<file path="src/rtl/fifo_rd_pkg.sv">
// Shared types and constants for the FIFO read-side controller.
package fifo_rd_pkg;

  localparam int unsigned SKID_DEPTH = 2;
  localparam int unsigned SKID_CNT_W = 2;
  localparam int unsigned OCC_W      = SKID_CNT_W + 1;

  typedef enum logic [1:0] {
    ST_IDLE  = 2'd0,
    ST_RUN   = 2'd1,
    ST_FLUSH = 2'd2
  } state_t;

  // Room for one more word once buffered + in-flight words, less a same-cycle pop, are counted.
  function automatic logic skid_room(input logic [SKID_CNT_W-1:0] cnt,
                                     input logic                  inflight,
                                     input logic                  pop);
    logic [OCC_W-1:0] occ;
    occ = {1'b0, cnt} + OCC_W'(inflight) - OCC_W'(pop);
    return occ < OCC_W'(SKID_DEPTH);
  endfunction

endpackage

</file>
<file path="src/rtl/fifo_rd_ctrl_if.sv">
// FIFO read port plus downstream valid/ready stream seen by fifo_rd_ctrl.
// FIFO_RD_LAST_EN adds the m_last_o stream flag.
interface fifo_rd_ctrl_if #(
  parameter int unsigned BIT_D = 32,
  parameter int unsigned CNT_W = 3
);
  logic [CNT_W-1:0] fifo_cnt_i;
  logic             fifo_empty_i;
  logic [BIT_D-1:0] fifo_data_i;
  logic             fifo_rd_o;
  logic             fifo_sel_rd_o;
  logic [BIT_D-1:0] m_data_o;
  logic             m_valid_o;
  logic             m_ready_i;
`ifdef FIFO_RD_LAST_EN
  logic             m_last_o;

  modport master (
    input  fifo_cnt_i, fifo_empty_i, fifo_data_i, m_ready_i,
    output fifo_rd_o, fifo_sel_rd_o, m_data_o, m_valid_o, m_last_o
  );

  modport slave (
    output fifo_cnt_i, fifo_empty_i, fifo_data_i, m_ready_i,
    input  fifo_rd_o, fifo_sel_rd_o, m_data_o, m_valid_o, m_last_o
  );
`else
  modport master (
    input  fifo_cnt_i, fifo_empty_i, fifo_data_i, m_ready_i,
    output fifo_rd_o, fifo_sel_rd_o, m_data_o, m_valid_o
  );

  modport slave (
    output fifo_cnt_i, fifo_empty_i, fifo_data_i, m_ready_i,
    input  fifo_rd_o, fifo_sel_rd_o, m_data_o, m_valid_o
  );
`endif
endinterface

</file>
<file path="src/rtl/fifo_rd_skid.sv">
// Two-entry circular output buffer with a registered head word and valid.
module fifo_rd_skid
  import fifo_rd_pkg::*;
#(
  parameter int unsigned DW = 32
) (
  input  logic                  clk_i,
  input  logic                  arst_i,
  input  logic                  push_i,
  input  logic [DW-1:0]         data_i,
  input  logic                  pop_i,
  output logic [DW-1:0]         data_o,
  output logic                  valid_o,
  output logic [SKID_CNT_W-1:0] count_o
);

  logic [DW-1:0]         mem_q [SKID_DEPTH];
  logic [DW-1:0]         mem_d [SKID_DEPTH];
  logic                  wr_ptr_q;
  logic                  rd_ptr_q;
  logic                  rd_ptr_d;
  logic [SKID_CNT_W-1:0] count_q;
  logic [SKID_CNT_W-1:0] count_d;
  logic [DW-1:0]         data_q;
  logic                  valid_q;

  // Next-state view so the head register can be loaded from post-update contents.
  always_comb begin
    mem_d = mem_q;
    if (push_i) begin
      mem_d[wr_ptr_q] = data_i;
    end
    rd_ptr_d = rd_ptr_q ^ pop_i;
    count_d  = count_q + SKID_CNT_W'(push_i) - SKID_CNT_W'(pop_i);
  end

  always_ff @(posedge clk_i or posedge arst_i) begin
    if (arst_i) begin
      mem_q    <= '{default: '0};
      wr_ptr_q <= 1'b0;
      rd_ptr_q <= 1'b0;
      count_q  <= '0;
      data_q   <= '0;
      valid_q  <= 1'b0;
    end else begin
      mem_q    <= mem_d;
      wr_ptr_q <= wr_ptr_q ^ push_i;
      rd_ptr_q <= rd_ptr_d;
      count_q  <= count_d;
      valid_q  <= (count_d != '0);
      if (count_d != '0) begin
        data_q <= mem_d[rd_ptr_d];
      end
    end
  end

  assign data_o  = data_q;
  assign valid_o = valid_q;
  assign count_o = count_q;

  a_no_overflow: assert property (@(posedge clk_i) disable iff (arst_i)
    push_i |-> (count_q < SKID_CNT_W'(SKID_DEPTH)));

  a_no_underflow: assert property (@(posedge clk_i) disable iff (arst_i)
    pop_i |-> (count_q != '0));

endmodule

</file>
<file path="src/rtl/fifo_rd_ctrl.sv">
// Read-side controller for the single-port-RAM FIFO: issues pops, absorbs RAM latency, streams out.
// Optional FIFO_RD_LAST_EN adds m_last_o marking the word that emptied the FIFO.
module fifo_rd_ctrl
  import fifo_rd_pkg::*;
#(
  parameter int unsigned BIT_D   = 32,
  parameter int unsigned CNT_W   = 3,
  parameter int unsigned NUM_REG = 6
) (
  input  logic           clk_i,
  input  logic           arst_i,
  input  logic           en_i,
  fifo_rd_ctrl_if.master rd_if,
  output logic           idle_o
);

`ifdef FIFO_RD_LAST_EN
  localparam int unsigned SKID_W = BIT_D + 1;
`else
  localparam int unsigned SKID_W = BIT_D;
`endif

  state_t                state_q;
  logic                  inflight_q;
  logic                  issue;
  logic                  skid_pop;
  logic                  skid_valid;
  logic [SKID_CNT_W-1:0] skid_cnt;
  logic [SKID_W-1:0]     skid_din;
  logic [SKID_W-1:0]     skid_dout;

  // Issue decision must see this cycle's FIFO flags, so the pop strobe is decoded, not registered.
  assign skid_pop = skid_valid & rd_if.m_ready_i;
  assign issue    = (state_q == ST_RUN) && !rd_if.fifo_empty_i
                    && skid_room(skid_cnt, inflight_q, skid_pop);

  assign rd_if.fifo_rd_o     = issue;
  assign rd_if.fifo_sel_rd_o = issue | inflight_q;
  assign rd_if.m_valid_o     = skid_valid;
  assign idle_o              = (state_q == ST_IDLE) && !skid_valid;

  always_ff @(posedge clk_i or posedge arst_i) begin
    if (arst_i) begin
      state_q    <= ST_IDLE;
      inflight_q <= 1'b0;
    end else begin
      inflight_q <= issue;
      unique case (state_q)
        ST_IDLE: begin
          if (en_i) state_q <= ST_RUN;
        end
        ST_RUN: begin
          if (!en_i) state_q <= ST_FLUSH;
        end
        ST_FLUSH: begin
          if (en_i) begin
            state_q <= ST_RUN;
          end else if (!inflight_q && !skid_valid) begin
            state_q <= ST_IDLE;
          end
        end
        default: state_q <= ST_IDLE;
      endcase
    end
  end

`ifdef FIFO_RD_LAST_EN
  logic last_q;

  // Word popped while it was the only one left in the FIFO.
  always_ff @(posedge clk_i or posedge arst_i) begin
    if (arst_i) begin
      last_q <= 1'b0;
    end else begin
      last_q <= issue && (rd_if.fifo_cnt_i == CNT_W'(1));
    end
  end

  assign skid_din       = {last_q, rd_if.fifo_data_i};
  assign rd_if.m_data_o = skid_dout[BIT_D-1:0];
  assign rd_if.m_last_o = skid_dout[BIT_D] & skid_valid;
`else
  assign skid_din       = rd_if.fifo_data_i;
  assign rd_if.m_data_o = skid_dout;
`endif

  fifo_rd_skid #(
    .DW (SKID_W)
  ) u_skid (
    .clk_i   (clk_i),
    .arst_i  (arst_i),
    .push_i  (inflight_q),
    .data_i  (skid_din),
    .pop_i   (skid_pop),
    .data_o  (skid_dout),
    .valid_o (skid_valid),
    .count_o (skid_cnt)
  );

  a_cnt_range: assert property (@(posedge clk_i) disable iff (arst_i)
    rd_if.fifo_cnt_i <= CNT_W'(NUM_REG));

endmodule

</file>
<file path="src/flat_wrapper.sv">
// flat-port wrapper written by rule: the top's interface ports become plain ports
module fifo_rd_ctrl_flat import fifo_rd_pkg::*;
#(
  parameter int unsigned BIT_D   = 32,
  parameter int unsigned CNT_W   = 3,
  parameter int unsigned NUM_REG = 6
)
  (clk_i, arst_i, en_i, idle_o, rd_if_fifo_cnt_i, rd_if_fifo_empty_i, rd_if_fifo_data_i, rd_if_m_ready_i, rd_if_fifo_rd_o, rd_if_fifo_sel_rd_o, rd_if_m_data_o, rd_if_m_valid_o);
  fifo_rd_ctrl_if #(.BIT_D(BIT_D), .CNT_W(CNT_W)) rd_if_i ();
  input  logic clk_i;
  input  logic arst_i;
  input  logic en_i;
  output logic idle_o;
  input wire logic [$bits(rd_if_i.fifo_cnt_i)-1:0] rd_if_fifo_cnt_i;
  input wire logic [$bits(rd_if_i.fifo_empty_i)-1:0] rd_if_fifo_empty_i;
  input wire logic [$bits(rd_if_i.fifo_data_i)-1:0] rd_if_fifo_data_i;
  input wire logic [$bits(rd_if_i.m_ready_i)-1:0] rd_if_m_ready_i;
  output wire logic [$bits(rd_if_i.fifo_rd_o)-1:0] rd_if_fifo_rd_o;
  output wire logic [$bits(rd_if_i.fifo_sel_rd_o)-1:0] rd_if_fifo_sel_rd_o;
  output wire logic [$bits(rd_if_i.m_data_o)-1:0] rd_if_m_data_o;
  output wire logic [$bits(rd_if_i.m_valid_o)-1:0] rd_if_m_valid_o;
  assign rd_if_i.fifo_cnt_i = rd_if_fifo_cnt_i;
  assign rd_if_i.fifo_empty_i = rd_if_fifo_empty_i;
  assign rd_if_i.fifo_data_i = rd_if_fifo_data_i;
  assign rd_if_i.m_ready_i = rd_if_m_ready_i;
  assign rd_if_fifo_rd_o = rd_if_i.fifo_rd_o;
  assign rd_if_fifo_sel_rd_o = rd_if_i.fifo_sel_rd_o;
  assign rd_if_m_data_o = rd_if_i.m_data_o;
  assign rd_if_m_valid_o = rd_if_i.m_valid_o;
  fifo_rd_ctrl #(.BIT_D(BIT_D), .CNT_W(CNT_W), .NUM_REG(NUM_REG)) u_core (.clk_i(clk_i), .arst_i(arst_i), .en_i(en_i), .rd_if(rd_if_i), .idle_o(idle_o));
endmodule
</file>
<file path="config.mk">
export PLATFORM = sky130hd
export DESIGN_NAME = fifo_rd_ctrl_flat
export DESIGN_NICKNAME = d
export VERILOG_FILES = /design/src/rtl/fifo_rd_pkg.sv /design/src/rtl/fifo_rd_ctrl_if.sv /design/src/rtl/fifo_rd_skid.sv /design/src/rtl/fifo_rd_ctrl.sv /design/src/flat_wrapper.sv
export SDC_FILE = /design/constraint.sdc
export NUM_CORES = 1
export LEC_CHECK = 0
export CORE_AREA = 8 8 120 122
export CTS_CLUSTER_SIZE = 8
export DETAILED_ROUTE_END_ITERATION = 10
export DIE_AREA = 0 0 128 130
export PLACE_DENSITY = 0.69
export SLEW_MARGIN = 10
export SYNTH_ARGS = -nofsm -noshare
export SYNTH_HDL_FRONTEND = slang
export SYNTH_SLANG_ARGS = --single-unit
</file>
<file path="constraint.sdc">
create_clock -name clk_i -period 8.4 [get_ports clk_i]
set_input_delay 1.68 -clock clk_i [delete_from_list [all_inputs] [get_ports clk_i]]
set_output_delay 1.68 -clock clk_i [all_outputs]
set_load 0.02 [all_outputs]
</file>
## Yosys cells after proc, flatten, opt, wreduce, memory -nomap -nowiden

Cells that the tools add are included.

- Flip-flop bits (word level): 104
- Input port bits: 40
- Output and inout port bits: 36
- Word-level logic and storage cells: 51

- $add $sub $neg: 4
- Order comparisons: 4
- Eq/ne operators: 5
- Muxes and demuxes: 12
- Bitwise operators: 6
- Reductions and logical operators: 11

Operators by type and width:

| cell | count |
|---|---|
| 32-bit 2-to-1 mux | 4 |
| 64-bit bitwise mux | 1 |
| 64-bit 2-to-1 mux | 1 |
| 32-bit demux with 1-bit select | 1 |
| 2-bit 2-to-1 mux | 4 |
| 2-bit one-hot mux with 3 select lines | 1 |
| 1-bit logical AND | 5 |
| 2-bit greater-or-equal comparator (second input constant) | 2 |
| 2-bit != test (second input constant) | 2 |
| 1-bit NOT with 2-bit output | 2 |
| 2-bit by 1-bit adder with 3-bit output | 1 |
| 1-bit zero test | 3 |
| 3-bit by 2-bit less-than comparator with 1-bit output (second input constant) | 1 |
| 3-bit by 2-bit != test with 1-bit output (second input constant) | 1 |
| 3-bit AND reduction | 1 |
| 3-bit by 1-bit subtractor with 3-bit output | 1 |
| 2-bit by 1-bit adder with 2-bit output | 1 |
| 2-bit by 1-bit == test with 1-bit output (second input constant) | 1 |
| 2-bit == test (second input constant) | 1 |
| 2-bit zero test | 1 |
| 2-bit by 1-bit less-than comparator with 1-bit output (second input constant) | 1 |
| 2-bit nonzero test | 1 |
| 2-bit by 1-bit subtractor with 2-bit output | 1 |
| 1-bit bitwise XOR | 2 |
| other kinds (2) | 2 |

## Logic depth before layout (Yosys ltp)

- Word-level depth: 10
- Mapped depth: 12
- Mapped depth without buffers: 8

## Hierarchy

A second synthesis with hierarchy kept.

- Cell total of the unflattened synthesis: 433
- Area, all modules: 5047.3 µm²

Modules (own cells, without submodules):

| module | instances | cells each | area an instance (µm²) | sequential area each (µm²) |
|---|---|---|---|---|
| fifo_rd_skid | 1 | 415 | 4854.7 | 2527.4 |
| fifo_rd_ctrl | 1 | 18 | 192.7 | 75.1 |

## Least setup slack after synthesis

No wires, ideal clock.

- Path type: input-to-output
- Start point: input port rd_if_m_ready_i
- End point: output port rd_if_fifo_sel_rd_o
- Arrival time: 3.862 ns
- Data required time: 6.720 ns
- Setup slack: 2.858 ns
- Cell stages on the path: 7
- Buffers on the path: 0
- Cell sequence: and2_1 ha_1 inv_1 ha_1 fa_1 nor4_1 or2_2

- Cells in the longest elaborated chain, start to end: 5

Ends and longest elaborated chain:

| element | RTL line | RTL |
|---|---|---|
| start, declared | flat_wrapper.sv:17 | `input wire logic [$bits(rd_if_i.m_ready_i)-1:0] rd_if_m_ready_i;` |
| 1-bit bitwise AND | fifo_rd_ctrl.sv:33 | `assign skid_pop = skid_valid & rd_if.m_ready_i;` |
| 3-bit by 1-bit subtractor with 3-bit output | fifo_rd_pkg.sv:19 | `occ = {1'b0, cnt} + OCC_W'(inflight) - OCC_W'(pop);` |
| 3-bit by 2-bit less-than comparator with 1-bit output | fifo_rd_pkg.sv:20 | `return occ < OCC_W'(SKID_DEPTH);` |
| 1-bit logical AND | fifo_rd_ctrl.sv:35 | `&& skid_room(skid_cnt, inflight_q, skid_pop);` |
| via rd_if_fifo_rd_o | flat_wrapper.sv:18 | `output wire logic [$bits(rd_if_i.fifo_rd_o)-1:0] rd_if_fifo_rd_o;` |
| 1-bit OR | fifo_rd_ctrl.sv:38 | `assign rd_if.fifo_sel_rd_o = issue \| inflight_q;` |
| end, declared | flat_wrapper.sv:19 | `output wire logic [$bits(rd_if_i.fifo_sel_rd_o)-1:0] rd_if_fifo_sel_rd_o;` |

The timed path passes the listed nets, and every way through them passes these cells.

## Worst setup path in the final report

- Start point: input port rd_if_m_ready_i
- End point: output port rd_if_fifo_sel_rd_o

- Cells in the longest elaborated chain, start to end: 5

Ends and longest elaborated chain:

| element | RTL line |
|---|---|
| 1-bit bitwise AND | fifo_rd_ctrl.sv:33 |
| 3-bit by 1-bit subtractor with 3-bit output | fifo_rd_pkg.sv:19 |
| 3-bit by 2-bit less-than comparator with 1-bit output | fifo_rd_pkg.sv:20 |
| 1-bit logical AND | fifo_rd_ctrl.sv:35 |
| 1-bit OR | fifo_rd_ctrl.sv:38 |

Every way passes these cells.

==> flow_metrics.env <==
export IMPL_cp_slowest_cell="clkdlybuf4s50_1"
export IMPL_synth_distinct_cells=35
export IMPL_clkTransAtPathRegs_ns=0.07
export IMPL_synth_cells=435
export IMPL_finalSetupViolCount=0
export IMPL_regToRegStartpoint="u_core.inflight_q"
export IMPL_rows=41
export IMPL_nets=521
export IMPL_area_growth_pct=18.6
export IMPL_relSlewSlack=0.224
export IMPL_clock_skew_ns=0.00965
export IMPL_path_class="input port to primary output"
export IMPL_irDropWorstVdd_uv=729
export IMPL_cts_root_buf="clkbuf_16"
export IMPL_track_usage=0.161
export IMPL_cts_buffers=9
export IMPL_setup_tns_ns=0
export IMPL_grtUsageMet2=0.276
export IMPL_cts_buffer_depth=2
export IMPL_vias=3771
export IMPL_grt_busiest_layer="met2"
export IMPL_ys_warn_count=0
export IMPL_grt_setup_unrepaired="false"
export IMPL_dpl_cell_count=639
export IMPL_endpoint_kind="primary output"
export IMPL_leakage_nw=3.20
export IMPL_drc=0
export IMPL_hold_end="u_core.u_skid.mem_q[7]"
export IMPL_grt_pass1_vias=4132
export IMPL_dp_hpwl_mm=7.64
export IMPL_place_gp_congestion=0.726
export IMPL_via_per_inst=5.76
export IMPL_max_clock_freq_ghz=0.159
export IMPL_fin_cells=655
export IMPL_slowest_delay_ns=0.60
export IMPL_min_period_ns=6.31
export IMPL_cp_data_arrival_time_ns=4.63
export IMPL_slew_violations=0
export IMPL_syn_nets=478
export IMPL_cts_max_level=3
export IMPL_overflow=0
export IMPL_powerDensity_nw_per_um2=428
export IMPL_grt_max_degree=71
export IMPL_placed_area_sq_um=6240
export IMPL_post_drt_wl_per_cell_um=19.6
export IMPL_cp_start_kind="input port"
export IMPL_final_antenna_net_count=0
export IMPL_r2r_cells=9
export IMPL_max_slew_worst_pin_slew_ns=1.16
export IMPL_cts_resized=0
export IMPL_initial_utilization=0.442
export IMPL_gr_usage_met1=0.198
export IMPL_grt_pass1_wl_mm=21.4
export IMPL_clock_latency_ns=0.35
export IMPL_fin_crit_sh=0.751
export IMPL_finalInstanceArea_sq_um=6510
export IMPL_crit_family="buffers and inverters"
export IMPL_worstSetupPathDepth=9
export IMPL_io_pins=76
export IMPL_cts_hold_buf=0
export IMPL_antenna_cells=0
export IMPL_r2r_end="u_core.u_skid.data_o[4]"
export IMPL_tritoncts="yes"
export IMPL_io_buffer_count=72
export IMPL_fillCellCount=1109
export IMPL_avgSynthCellArea_sq_um=12.6
export IMPL_whs_ns=0.478
export IMPL_final_cell_mix="102 x dfrtp_1, 72 x clkdlybuf4s50_1, 64 x a21o_1, 33 x nand2_1"
export IMPL_yosysSeqAreaShare=0.474
export IMPL_postCtsSetupBuffers=0
export IMPL_hold_viol=0
export IMPL_drt_initial_drc_count=276
export IMPL_rrSetupSlack_ns=4.94
export IMPL_drt_first_pass_iters=4
export IMPL_critPathMaxFanout=5
export IMPL_antenna_found_initial=0
export IMPL_final_common_cell="dfrtp_1"
export IMPL_min_path_cells=1
export IMPL_core_sq_um=12400
export IMPL_critical_path_cell_chain="clkdlybuf4s50_1, and2_1, ha_1, inv_1, ha_1, fa_1, nor4_1, or2_2, clkdlybuf4s50_1"
export IMPL_maxCapViolCount=0
export IMPL_die_w_um=128
export IMPL_drive_gt1_frac=0.149
export IMPL_totalWireLength_mm=12.9
export IMPL_die_h_um=130
export IMPL_yosys_register_bits=104
export IMPL_synth_area_sq_um=5490
export IMPL_cts_sinks=104
export IMPL_dieArea_sq_um=16600
export IMPL_worstPathRequired_ns=6.72
export IMPL_cp_num_buf_inv=3
export IMPL_hold_class="flop to flop"
export IMPL_hp_start="u_core.u_skid.mem_q[7]"
export IMPL_status="complete, no violations"
export IMPL_grt_met3_usage=0.0424
[state kept, by name, summed over array words and instances, names as in the netlist]
signal                  count
u_core.u_skid.count_o       2
u_core.u_skid.rd_ptr_q      1
u_core.u_skid.valid_o       1
u_core.u_skid.wr_ptr_q      1
u_core.inflight_q           1
u_core.u_skid.data_o       32
u_core.u_skid.mem_q        64
u_core.state_q              2
[kinds of logic (layout without fill, tap and decap cells)]
kind of cell               count (synthesis)  in the layout  synth area share
DFF                                      104            104             0.474
and+or+nand+nor                          107            107             0.122
adders and majority gates                  3              3           0.00820
buffers and inverters                     54            102            0.0528
xor gates and xnor gates                   2              2           0.00319
AOI/OAI and AO/OA                        165            165             0.340
[worst max-delay path by stage]
stage | start | end | slack (ns)
after floorplan | rd_if_m_ready_i | rd_if_fifo_sel_rd_o | 2.86
after global placement | rd_if_m_ready_i | rd_if_fifo_sel_rd_o | 2.16
after detailed placement | rd_if_m_ready_i | rd_if_fifo_sel_rd_o | 2.08
after CTS | rd_if_m_ready_i | rd_if_fifo_sel_rd_o | 2.07
after global routing | rd_if_m_ready_i | rd_if_fifo_sel_rd_o | 1.91
final | rd_if_m_ready_i | rd_if_fifo_sel_rd_o | 2.09
[through the flow]
stage	total power, W	worst slack (ns)	util
after floorplan	0.00204	2.86	-
after global placement	0.00237	2.16	0.503
after detailed placement	0.00242	2.08	0.503
after CTS	0.00282	2.07	0.525
after global routing	0.00297	1.91	0.525
final	0.00279	2.09	0.525
[worst register-to-register path, stage by stage (launching register included)]
cell	delay [ns]
dfrtp_2	1.08
inv_1	0.14
ha_1	0.33
inv_1	0.05
ha_1	0.19
fa_1	0.52
nor2_4	0.12
buf_4	0.62
nand2_1	0.23
o31ai_2	0.09
[cell usage after synthesis]
cell type    n  area, sq um
a2111oi_0    7         61.3
a2111oi_2    1         15.0
a2111oi_4   24          661
a21bo_1      1         10.0
a21boi_0     1         7.51
a21boi_2     1         11.3
a21o_1      64          480
a21oi_1      1         5.00
a221oi_1    32          280
and2_1       1         6.26
and3_1      32          200
and3b_1     32          280
and3b_2      1         10.0
buf_1        3         11.3
buf_2       16         80.1
buf_4        6         45.0
buf_6        6         67.6
clkbuf_1    16         60.1
dfrtp_1    104         2600
fa_1         1         20.0
ha_1         2         25.0
inv_1        7         26.3
nand2_1     33          124
nand2_2      1         6.26
nand2b_1     2         12.5
nand3b_1     1         7.51
nor2_1       1         3.75
nor3_1       1         5.00
nor4_1       1         6.26
o211ai_1     1         7.51
o31ai_1     14          105
o31ai_2     18          225
or2_2        1         6.26
xnor2_1      1         8.76
xor2_1       1         8.76
[power by group]
group	switching (W)	internal, W	leakage [nW]	total (W)
sequential	0.000230	0.000762	1.31	0.000993
clock	0.000182	0.000209	0.130	0.000391
combinational	0.000688	0.000717	1.76	0.00141
total	0.00110	0.00169	3.20	0.00279
[layer usage]
layer / share of wire / vias up / wire length (um)
met5: 0 / - / 0
met4: 0.014 / 0 / 183
met3: 0.044 / 13 / 570
met2: 0.49 / 91 / 6290
met1: 0.45 / 1912 / 5810
li1: - / 1755 / -
[cell type report]
type / instances / area (sq um) / area share
Clock inverter: 3 / 17.5 / 0.00269
Timing Repair Buffer: 79 / 773 / 0.119
Sequential cell: 104 / 2610 / 0.400
Clock buffer: 13 / 250 / 0.0384
Tap cell: 172 / 215 / 0.0330
Inverter: 7 / 28.8 / 0.00442
Multi-Input combinational cell: 277 / 2620 / 0.403
No activity file was read; power rests on OpenSTA's default activity.
